File: config.mk
export PLATFORM = sky130hd
export DESIGN_NAME = vga_fb_arbiter
export DESIGN_NICKNAME = d
export VERILOG_FILES = /design/src/rtl/vga_fb_pkg.sv /design/src/rtl/fb_scan_addr_gen.sv /design/src/rtl/vga_fb_arbiter.sv
export SDC_FILE = /design/constraint.sdc
export NUM_CORES = 1
export LEC_CHECK = 0
export ABC_AREA = 1
export BUFFER_PORTS_ARGS = -buffer_cell sky130_fd_sc_hd__buf_2
export CAP_MARGIN = 20
export CORE_ASPECT_RATIO = 0.6
export CORE_MARGIN = 2
export CORE_UTILIZATION = 40
export CTS_BUF_LIST = sky130_fd_sc_hd__clkbuf_8
export CTS_CLUSTER_SIZE = 40
export DETAILED_ROUTE_END_ITERATION = 8
export PLACE_DENSITY = 0.69
export SETUP_SLACK_MARGIN = 0.3
export SLEW_MARGIN = 5
export SYNTH_ARGS = -nofsm -noshare
export SYNTH_HDL_FRONTEND = slang
export SYNTH_HIERARCHICAL = 1
export SYNTH_SLANG_ARGS = --single-unit
File: constraint.sdc
create_clock -name i_Clk -period 1.85 [get_ports i_Clk]
set_clock_uncertainty 0.15 [all_clocks]
set_input_delay 0.37 -clock i_Clk [delete_from_list [all_inputs] [get_ports i_Clk]]
set_output_delay 0.37 -clock i_Clk [all_outputs]
set_load 0.02 [all_outputs]
File: src/rtl/vga_fb_pkg.sv
// Shared types and defaults for the VGA framebuffer arbiter.
// - slot_e: owner of one RAM access slot, carried down the fetch pipeline.
// - DEF_*: default geometry and widths used as parameter defaults.
// - FB_WORDS: framebuffer size in words for the default geometry.
// - red_lsb/grn_lsb: bit offsets of the colour fields in a {R,G,B} RAM word.
package vga_fb_pkg;

   localparam int unsigned DEF_VIDEO_WIDTH = 3;
   localparam int unsigned DEF_ACTIVE_COLS = 320;
   localparam int unsigned DEF_ACTIVE_ROWS = 240;
   localparam int unsigned DEF_ADDR_WIDTH  = 17;
   localparam int unsigned DEF_DATA_WIDTH  = 9;
   localparam int unsigned FB_WORDS        = DEF_ACTIVE_COLS * DEF_ACTIVE_ROWS;

   typedef enum logic [1:0] {
      SLOT_IDLE,
      SLOT_SCAN,
      SLOT_HOST_RD,
      SLOT_HOST_WR
   } slot_e;

   // Red sits in the top field, blue in the bottom one.
   function automatic int unsigned red_lsb(input int unsigned video_width);
      return 2 * video_width;
   endfunction

   function automatic int unsigned grn_lsb(input int unsigned video_width);
      return video_width;
   endfunction

endpackage

File: src/rtl/fb_scan_addr_gen.sv
// Scanout pixel address counter.
// - clk_i, rst_i : pixel clock, synchronous active-high reset
// - active_i     : current cycle is a visible pixel (counter advances)
// - vblank_i     : row count is past the visible area (counter clears)
// - pix_addr_o   : row-major word address of the pixel fetched this cycle
module fb_scan_addr_gen #(
   parameter int unsigned ADDR_WIDTH = 17
) (
   input  logic                  clk_i,
   input  logic                  rst_i,
   input  logic                  active_i,
   input  logic                  vblank_i,
   output logic [ADDR_WIDTH-1:0] pix_addr_o
);

   logic [ADDR_WIDTH-1:0] pix_addr_d, pix_addr_q;

   // Visible pixels arrive in row-major order, so a plain increment per
   // active cycle walks the framebuffer without any multiply.
   always_comb begin
      pix_addr_d = pix_addr_q;
      if (vblank_i) begin
         pix_addr_d = '0;
      end else if (active_i) begin
         pix_addr_d = pix_addr_q + ADDR_WIDTH'(1);
      end
   end

   always_ff @(posedge clk_i) begin
      if (rst_i) begin
         pix_addr_q <= '0;
      end else begin
         pix_addr_q <= pix_addr_d;
      end
   end

   assign pix_addr_o = pix_addr_q;

endmodule

File: src/rtl/vga_fb_arbiter.sv
// Shares a single-port synchronous framebuffer RAM between VGA scanout and a
// host port. Scanout owns every slot in the active area; the host is served
// only during blanking, at most once every two cycles.
// Ports:
// - i_Clk, i_Rst                : pixel clock, synchronous active-high reset
// - i_Col_Count, i_Row_Count    : position from the sync generator
// - i_HSync, i_VSync            : raw syncs; o_HSync/o_VSync are them delayed 3
// - i_Host_*                    : host request (hold until o_Host_Ack)
// - o_Host_Ack/Rvalid/Rdata     : grant pulse, read-data pulse, held read data
// - o_Mem_*, i_Mem_Rdata        : registered RAM port, read data one cycle later
// - o_Red/Grn/Blu_Video         : pixel colour, 3 cycles after the fetch slot
// - o_VBlank                    : undelayed, high while row is past visible area
module vga_fb_arbiter
   import vga_fb_pkg::*;
#(
   parameter int unsigned VIDEO_WIDTH = DEF_VIDEO_WIDTH,
   parameter int unsigned ACTIVE_COLS = DEF_ACTIVE_COLS,
   parameter int unsigned ACTIVE_ROWS = DEF_ACTIVE_ROWS,
   parameter int unsigned ADDR_WIDTH  = DEF_ADDR_WIDTH,
   parameter int unsigned DATA_WIDTH  = DEF_DATA_WIDTH
) (
   input  logic                   i_Clk,
   input  logic                   i_Rst,
   input  logic [9:0]             i_Col_Count,
   input  logic [9:0]             i_Row_Count,
   input  logic                   i_HSync,
   input  logic                   i_VSync,
   input  logic                   i_Host_Req,
   input  logic                   i_Host_We,
   input  logic [ADDR_WIDTH-1:0]  i_Host_Addr,
   input  logic [DATA_WIDTH-1:0]  i_Host_Wdata,
   output logic                   o_Host_Ack,
   output logic                   o_Host_Rvalid,
   output logic [DATA_WIDTH-1:0]  o_Host_Rdata,
   output logic [ADDR_WIDTH-1:0]  o_Mem_Addr,
   output logic                   o_Mem_We,
   output logic [DATA_WIDTH-1:0]  o_Mem_Wdata,
   input  logic [DATA_WIDTH-1:0]  i_Mem_Rdata,
   output logic [VIDEO_WIDTH-1:0] o_Red_Video,
   output logic [VIDEO_WIDTH-1:0] o_Grn_Video,
   output logic [VIDEO_WIDTH-1:0] o_Blu_Video,
   output logic                   o_HSync,
   output logic                   o_VSync,
   output logic                   o_VBlank
);

   localparam logic [9:0]            COLS_LIM  = 10'(ACTIVE_COLS);
   localparam logic [9:0]            ROWS_LIM  = 10'(ACTIVE_ROWS);
   localparam logic [ADDR_WIDTH-1:0] WORDS_LIM = ADDR_WIDTH'(ACTIVE_COLS * ACTIVE_ROWS);
   localparam int unsigned           RED_LSB   = red_lsb(VIDEO_WIDTH);
   localparam int unsigned           GRN_LSB   = grn_lsb(VIDEO_WIDTH);

   logic                  active, vblank, host_oor;
   logic [ADDR_WIDTH-1:0] pix_addr;

   logic [ADDR_WIDTH-1:0]  mem_addr_d, mem_addr_q;
   logic                   mem_we_d, mem_we_q;
   logic [DATA_WIDTH-1:0]  mem_wdata_d, mem_wdata_q;
   logic                   ack_d, ack_q;
   slot_e                  slot1_d, slot1_q, slot2_d, slot2_q;
   logic                   oor1_d, oor1_q, oor2_d, oor2_q;
   logic                   rvalid_d, rvalid_q;
   logic [DATA_WIDTH-1:0]  rdata_d, rdata_q;
   logic [VIDEO_WIDTH-1:0] red_d, red_q, grn_d, grn_q, blu_d, blu_q;
   logic [2:0]             hs_d, hs_q, vs_d, vs_q;

   assign active   = (i_Col_Count < COLS_LIM) && (i_Row_Count < ROWS_LIM);
   assign vblank   = (i_Row_Count >= ROWS_LIM);
   assign host_oor = (i_Host_Addr >= WORDS_LIM);

   fb_scan_addr_gen #(
      .ADDR_WIDTH (ADDR_WIDTH)
   ) u_scan_addr (
      .clk_i      (i_Clk),
      .rst_i      (i_Rst),
      .active_i   (active),
      .vblank_i   (vblank),
      .pix_addr_o (pix_addr)
   );

   always_comb begin
      // Stage 1: pick this cycle's slot owner and register the RAM command.
      slot1_d     = SLOT_IDLE;
      mem_addr_d  = mem_addr_q;
      mem_we_d    = 1'b0;
      mem_wdata_d = mem_wdata_q;
      ack_d       = 1'b0;
      oor1_d      = 1'b0;
      if (active) begin
         slot1_d    = SLOT_SCAN;
         mem_addr_d = pix_addr;
      end else if (i_Host_Req && !ack_q) begin
         // The ack_q gate leaves the host one cycle to drop or change its request.
         slot1_d     = i_Host_We ? SLOT_HOST_WR : SLOT_HOST_RD;
         mem_addr_d  = i_Host_Addr;
         mem_we_d    = i_Host_We && !host_oor;
         mem_wdata_d = i_Host_Wdata;
         ack_d       = 1'b1;
         oor1_d      = host_oor;
      end

      // Stage 2: owner tag waits out the RAM read latency.
      slot2_d = slot1_q;
      oor2_d  = oor1_q;

      // Stage 3: RAM data is valid now; steer it to video or the host.
      red_d = '0;
      grn_d = '0;
      blu_d = '0;
      if (slot2_q == SLOT_SCAN) begin
         red_d = i_Mem_Rdata[RED_LSB +: VIDEO_WIDTH];
         grn_d = i_Mem_Rdata[GRN_LSB +: VIDEO_WIDTH];
         blu_d = i_Mem_Rdata[0 +: VIDEO_WIDTH];
      end
      rvalid_d = (slot2_q == SLOT_HOST_RD);
      rdata_d  = rdata_q;
      if (rvalid_d) begin
         rdata_d = oor2_q ? '0 : i_Mem_Rdata;
      end

      hs_d = {hs_q[1:0], i_HSync};
      vs_d = {vs_q[1:0], i_VSync};
   end

   always_ff @(posedge i_Clk) begin
      if (i_Rst) begin
         mem_addr_q  <= '0;
         mem_we_q    <= 1'b0;
         mem_wdata_q <= '0;
         ack_q       <= 1'b0;
         slot1_q     <= SLOT_IDLE;
         slot2_q     <= SLOT_IDLE;
         oor1_q      <= 1'b0;
         oor2_q      <= 1'b0;
         rvalid_q    <= 1'b0;
         rdata_q     <= '0;
         red_q       <= '0;
         grn_q       <= '0;
         blu_q       <= '0;
         hs_q        <= '1;
         vs_q        <= '1;
      end else begin
         mem_addr_q  <= mem_addr_d;
         mem_we_q    <= mem_we_d;
         mem_wdata_q <= mem_wdata_d;
         ack_q       <= ack_d;
         slot1_q     <= slot1_d;
         slot2_q     <= slot2_d;
         oor1_q      <= oor1_d;
         oor2_q      <= oor2_d;
         rvalid_q    <= rvalid_d;
         rdata_q     <= rdata_d;
         red_q       <= red_d;
         grn_q       <= grn_d;
         blu_q       <= blu_d;
         hs_q        <= hs_d;
         vs_q        <= vs_d;
      end
   end

   assign o_Mem_Addr    = mem_addr_q;
   assign o_Mem_We      = mem_we_q;
   assign o_Mem_Wdata   = mem_wdata_q;
   assign o_Host_Ack    = ack_q;
   assign o_Host_Rvalid = rvalid_q;
   assign o_Host_Rdata  = rdata_q;
   assign o_Red_Video   = red_q;
   assign o_Grn_Video   = grn_q;
   assign o_Blu_Video   = blu_q;
   assign o_HSync       = hs_q[2];
   assign o_VSync       = vs_q[2];
   assign o_VBlank      = vblank;

endmodule

==> implementation parameters <==
Parameter                              Value

GRT
  Antenna violations before repair ... 0
  Final global-route overflow total ... 0
  GR Util All Layers ... 0.193
  Largest net degree at the start of global routing ... 25
  Via count of the first global-routing pass ... 2,757
  Wire length of the first global-routing pass ... 13,000 um

Flow run
  Number of max-capacitance violations reported ... 0

Worst setup path
  Crit Path Class ... in2out
  Combined buffer and inverter count along the critical path ... 4
  Cell family contributing the most delay on the critical path ... simple AND/OR/NAND/NOR gates
  Worst path arrival time ... approximately 1.1 ns
  Worst path most repeated cell ... sky130_fd_sc_hd__buf_6
  Critical Path, Cell by Cell ... buf_6 > or2_4 > nor2_8 > buf_6 > inv_4 > buf_6
  Critical path endpoint category ... output port
  CP Depth ... 6
  Launching element type of the critical path ... input pin
  Worst path max stage delay ... 0.26 ns
  Required time at the worst-slack endpoint ... around 1.3 ns
  Maximum fanout count along the critical path ... 2
  R2R depth ... 8
  CP max stage cell ... sky130_fd_sc_hd__or2_4

Floorplanning
  Vertical die dimension ... 72.7 um
  Top-Level Pins ... 111
  Horizontal die dimension ... between 100 and 150 um
  Core outline area ... 7450 um^2
  Number of rows created at floorplan ... 24
  Die Area ... roughly 8600 um^2
  Initial standard-cell utilization of the core ... 0.422

Synth
  Sequential cell area fraction in the yosys report ... 0.484
  Yosys warns ... 6
  Cell variety after synth ... 31
  Post-synthesis register bit count ... 76
  Post-Synthesis Net Count ... 467
  Mapped cell area ... between 3000 and 4000 um^2
  Post-Syn Area per Cell ... 7.76 um^2
  Synthesized instance count ... approximately 410

Timing
  Final hold violation count ... 0
  Minimum period implied by the final worst setup slack ... between 1.5 and 2 ns
  Setup TNS ... 0 ns
  Setup repair after global routing missed its margin ... true
  Worst slew pin tran ... 0.381 ns
  Maximum frequency from static timing analysis ... 623 MHz
  Final Max Tran Viols ... 0
  Final setup vio count ... 0
  Hold WS ... 0.0497 ns
  Max_slew headroom ... 0.745
  Share of the cycle needed by the critical path after routing ... 0.868

Finish
  Fraction of layout instances using a drive strength above 1 ... 0.332
  Most common cell after layout, fill and taps aside ... sky130_fd_sc_hd__buf_2
  Net total in the final layout ... 581
  Count of fill cells added during filler insertion ... 730
  Commonest cells after routing, fill and taps aside ... 97 x sky130_fd_sc_hd__buf_2, 86 x sky130_fd_sc_hd__nand3_1, 75 x sky130_fd_sc_hd__dfxtp_1
  Number of antenna diodes ... 0
  Layout area overhead ... 31.7%
  Post-layout instance count excluding filler cells ... roughly 630

Place
  Post-placement cell count ... about 610
  Half-perimeter wire length of the detailed placement result ... 5930 um
  Final weighted congestion in routability-driven placement ... a little over 0.8
  Port Buffers ... 100

Clocking
  Number of buffers between clock root and the deepest sink ... 2
  CTS tree ... built
  Worst-Skew Late Latency ... 0.36 ns
  CTS H-tree depth ... 3
  CTS Sinks ... 76
  CTS clock-pin slew for the worst setup and hold paths ... 0.09 ns
  Count of hold buffers inserted by post-cts repair ... 0
  CTS root buf ... sky130_fd_sc_hd__clkbuf_8
  Total clock buffers created by CTS ... 9

Drt
  DRC Markers ... 0
  Total Routed Length ... 8160 um
  Post-detailed-route via-to-cell ratio ... between 4 and 5
  Vias after detailed routing ... 2,985
  Detailed-route wire length per cell ... 13.0 um
  DRT iter0 DRCs ... 141
  Post-route ant nets ... 0
  DRT Pass-1 Iters ... 5

Power
  Worst vdd ir ... about 0.77 mV
  Reported leakage power ... approximately 2.1 nW
  P per Cell Area ... 870 nW/um^2
  Overall power ... 0.00360 W

Min path
  Worst Hold Class ... in2reg
  Cell depth of the worst min-delay path ... 2

Status
  Status ... complete, no violations
-- logic make-up (layout without fill, tap and decap cells) --
logic type               count (synthesis)  after routing  synth area share
adder cells (fa/ha/maj)                  1              1           0.00398
buffers and inverters                   72            191            0.0979
AO/OA/AOI/OAI                           41             41            0.0768
flip-flops                              76             76             0.484
XOR/XNOR                                 1              1           0.00279
AND/OR/NAND/NOR                        214            214             0.335
-- where the power goes --
| part | internal (W) | switching, W |
|---|---|---|
| clock | 0.000808 | 0.000650 |
| combinational | 0.000164 | 0.000258 |
| sequential | 0.00170 | 0.0000288 |
| total | 0.00267 | 0.000936 |
-- stage by stage --
step                      utilization  setup slack [ns]  cell area [um^2]
after floorplan                     -           -0.0681              3160
after global placement          0.512           -0.0135              3820
after detailed placement        0.512           -0.0264              3820
after CTS                       0.547             0.221              4070
after global routing            0.556             0.206              4140
final                           0.556             0.245              4140
-- area by class of cell --
cell class / count / area (um^2) / area share
clock buffer: 10 / 138 / 0.0332
clock inverter: 6 / 93.8 / 0.0227
inverter: 57 / 221 / 0.0535
multi-input combinational: 257 / 1360 / 0.328
sequential: 76 / 1520 / 0.368
tap: 104 / 130 / 0.0314
timing repair buffer: 118 / 678 / 0.164
-- flip-flops by register name, indices dropped and copies added, names as in the netlist --
register,flops
o_Red_Video,3
o_Mem_Wdata,9
u_scan_addr/pix_addr_o,17
o_Mem_We,1
slot2_q,2
hs_q,3
vs_q,3
o_Grn_Video,3
oor1_q,1
o_Blu_Video,3
o_Host_Rvalid,1
slot1_q,2
o_Host_Ack,1
o_Mem_Addr,17
oor2_q,1
o_Host_Rdata,9
-- cells in the mapped netlist (all sizes together) --
cell    instances  area [um^2]
o21ai          18         97.6
dfxtp          76         1520
o31ai           9         67.6
inv            57          214
nor2           63          304
nor3            2         10.0
xor2            1         8.76
buf            13         86.3
a211oi          1         7.51
nand4           1         6.26
and3            1         6.26
a21oi          13         68.8
nand3          89          458
nand2          51          221
ha              1         12.5
or2             7         46.3
clkbuf          2         7.51
-- path summary, 6_finish.rpt --
kind | start | endpoint | slack (ns)
hold reg to reg | slot1_q[0]$_SDFF_PP0_ | slot2_q[0]$_SDFF_PP0_ | 0.26
setup reg to reg | u_scan_addr/pix_addr_o[1]$_SDFFE_PP0P_ | u_scan_addr/pix_addr_o[14]$_SDFFE_PP0P_ | 0.32
hold / removal | i_VSync | vs_q[0]$_SDFF_PP1_ | 0.05
setup / recovery | i_Row_Count[8] | o_VBlank | 0.24
-- layer usage --
metal | up-vias | share of wire | GRT usage
li1 | 1532 | - | -
met1 | 1363 | 0.49 | 0.257
met2 | 83 | 0.44 | 0.293
met3 | 7 | 0.059 | 0.0750
met4 | 0 | 0.010 | 0.0582
met5 | - | 0 | 0
-- repair_timing --
action | in CTS | in global routing
hold endpoints to repair | 0 | 0
resized for setup | 5 | 13
buffers inserted | 1 | 3
endpoints found under the setup margin | 3 | 24
pin swaps | 2 | 8
Note: power is estimated with default switching activity, not from simulation.
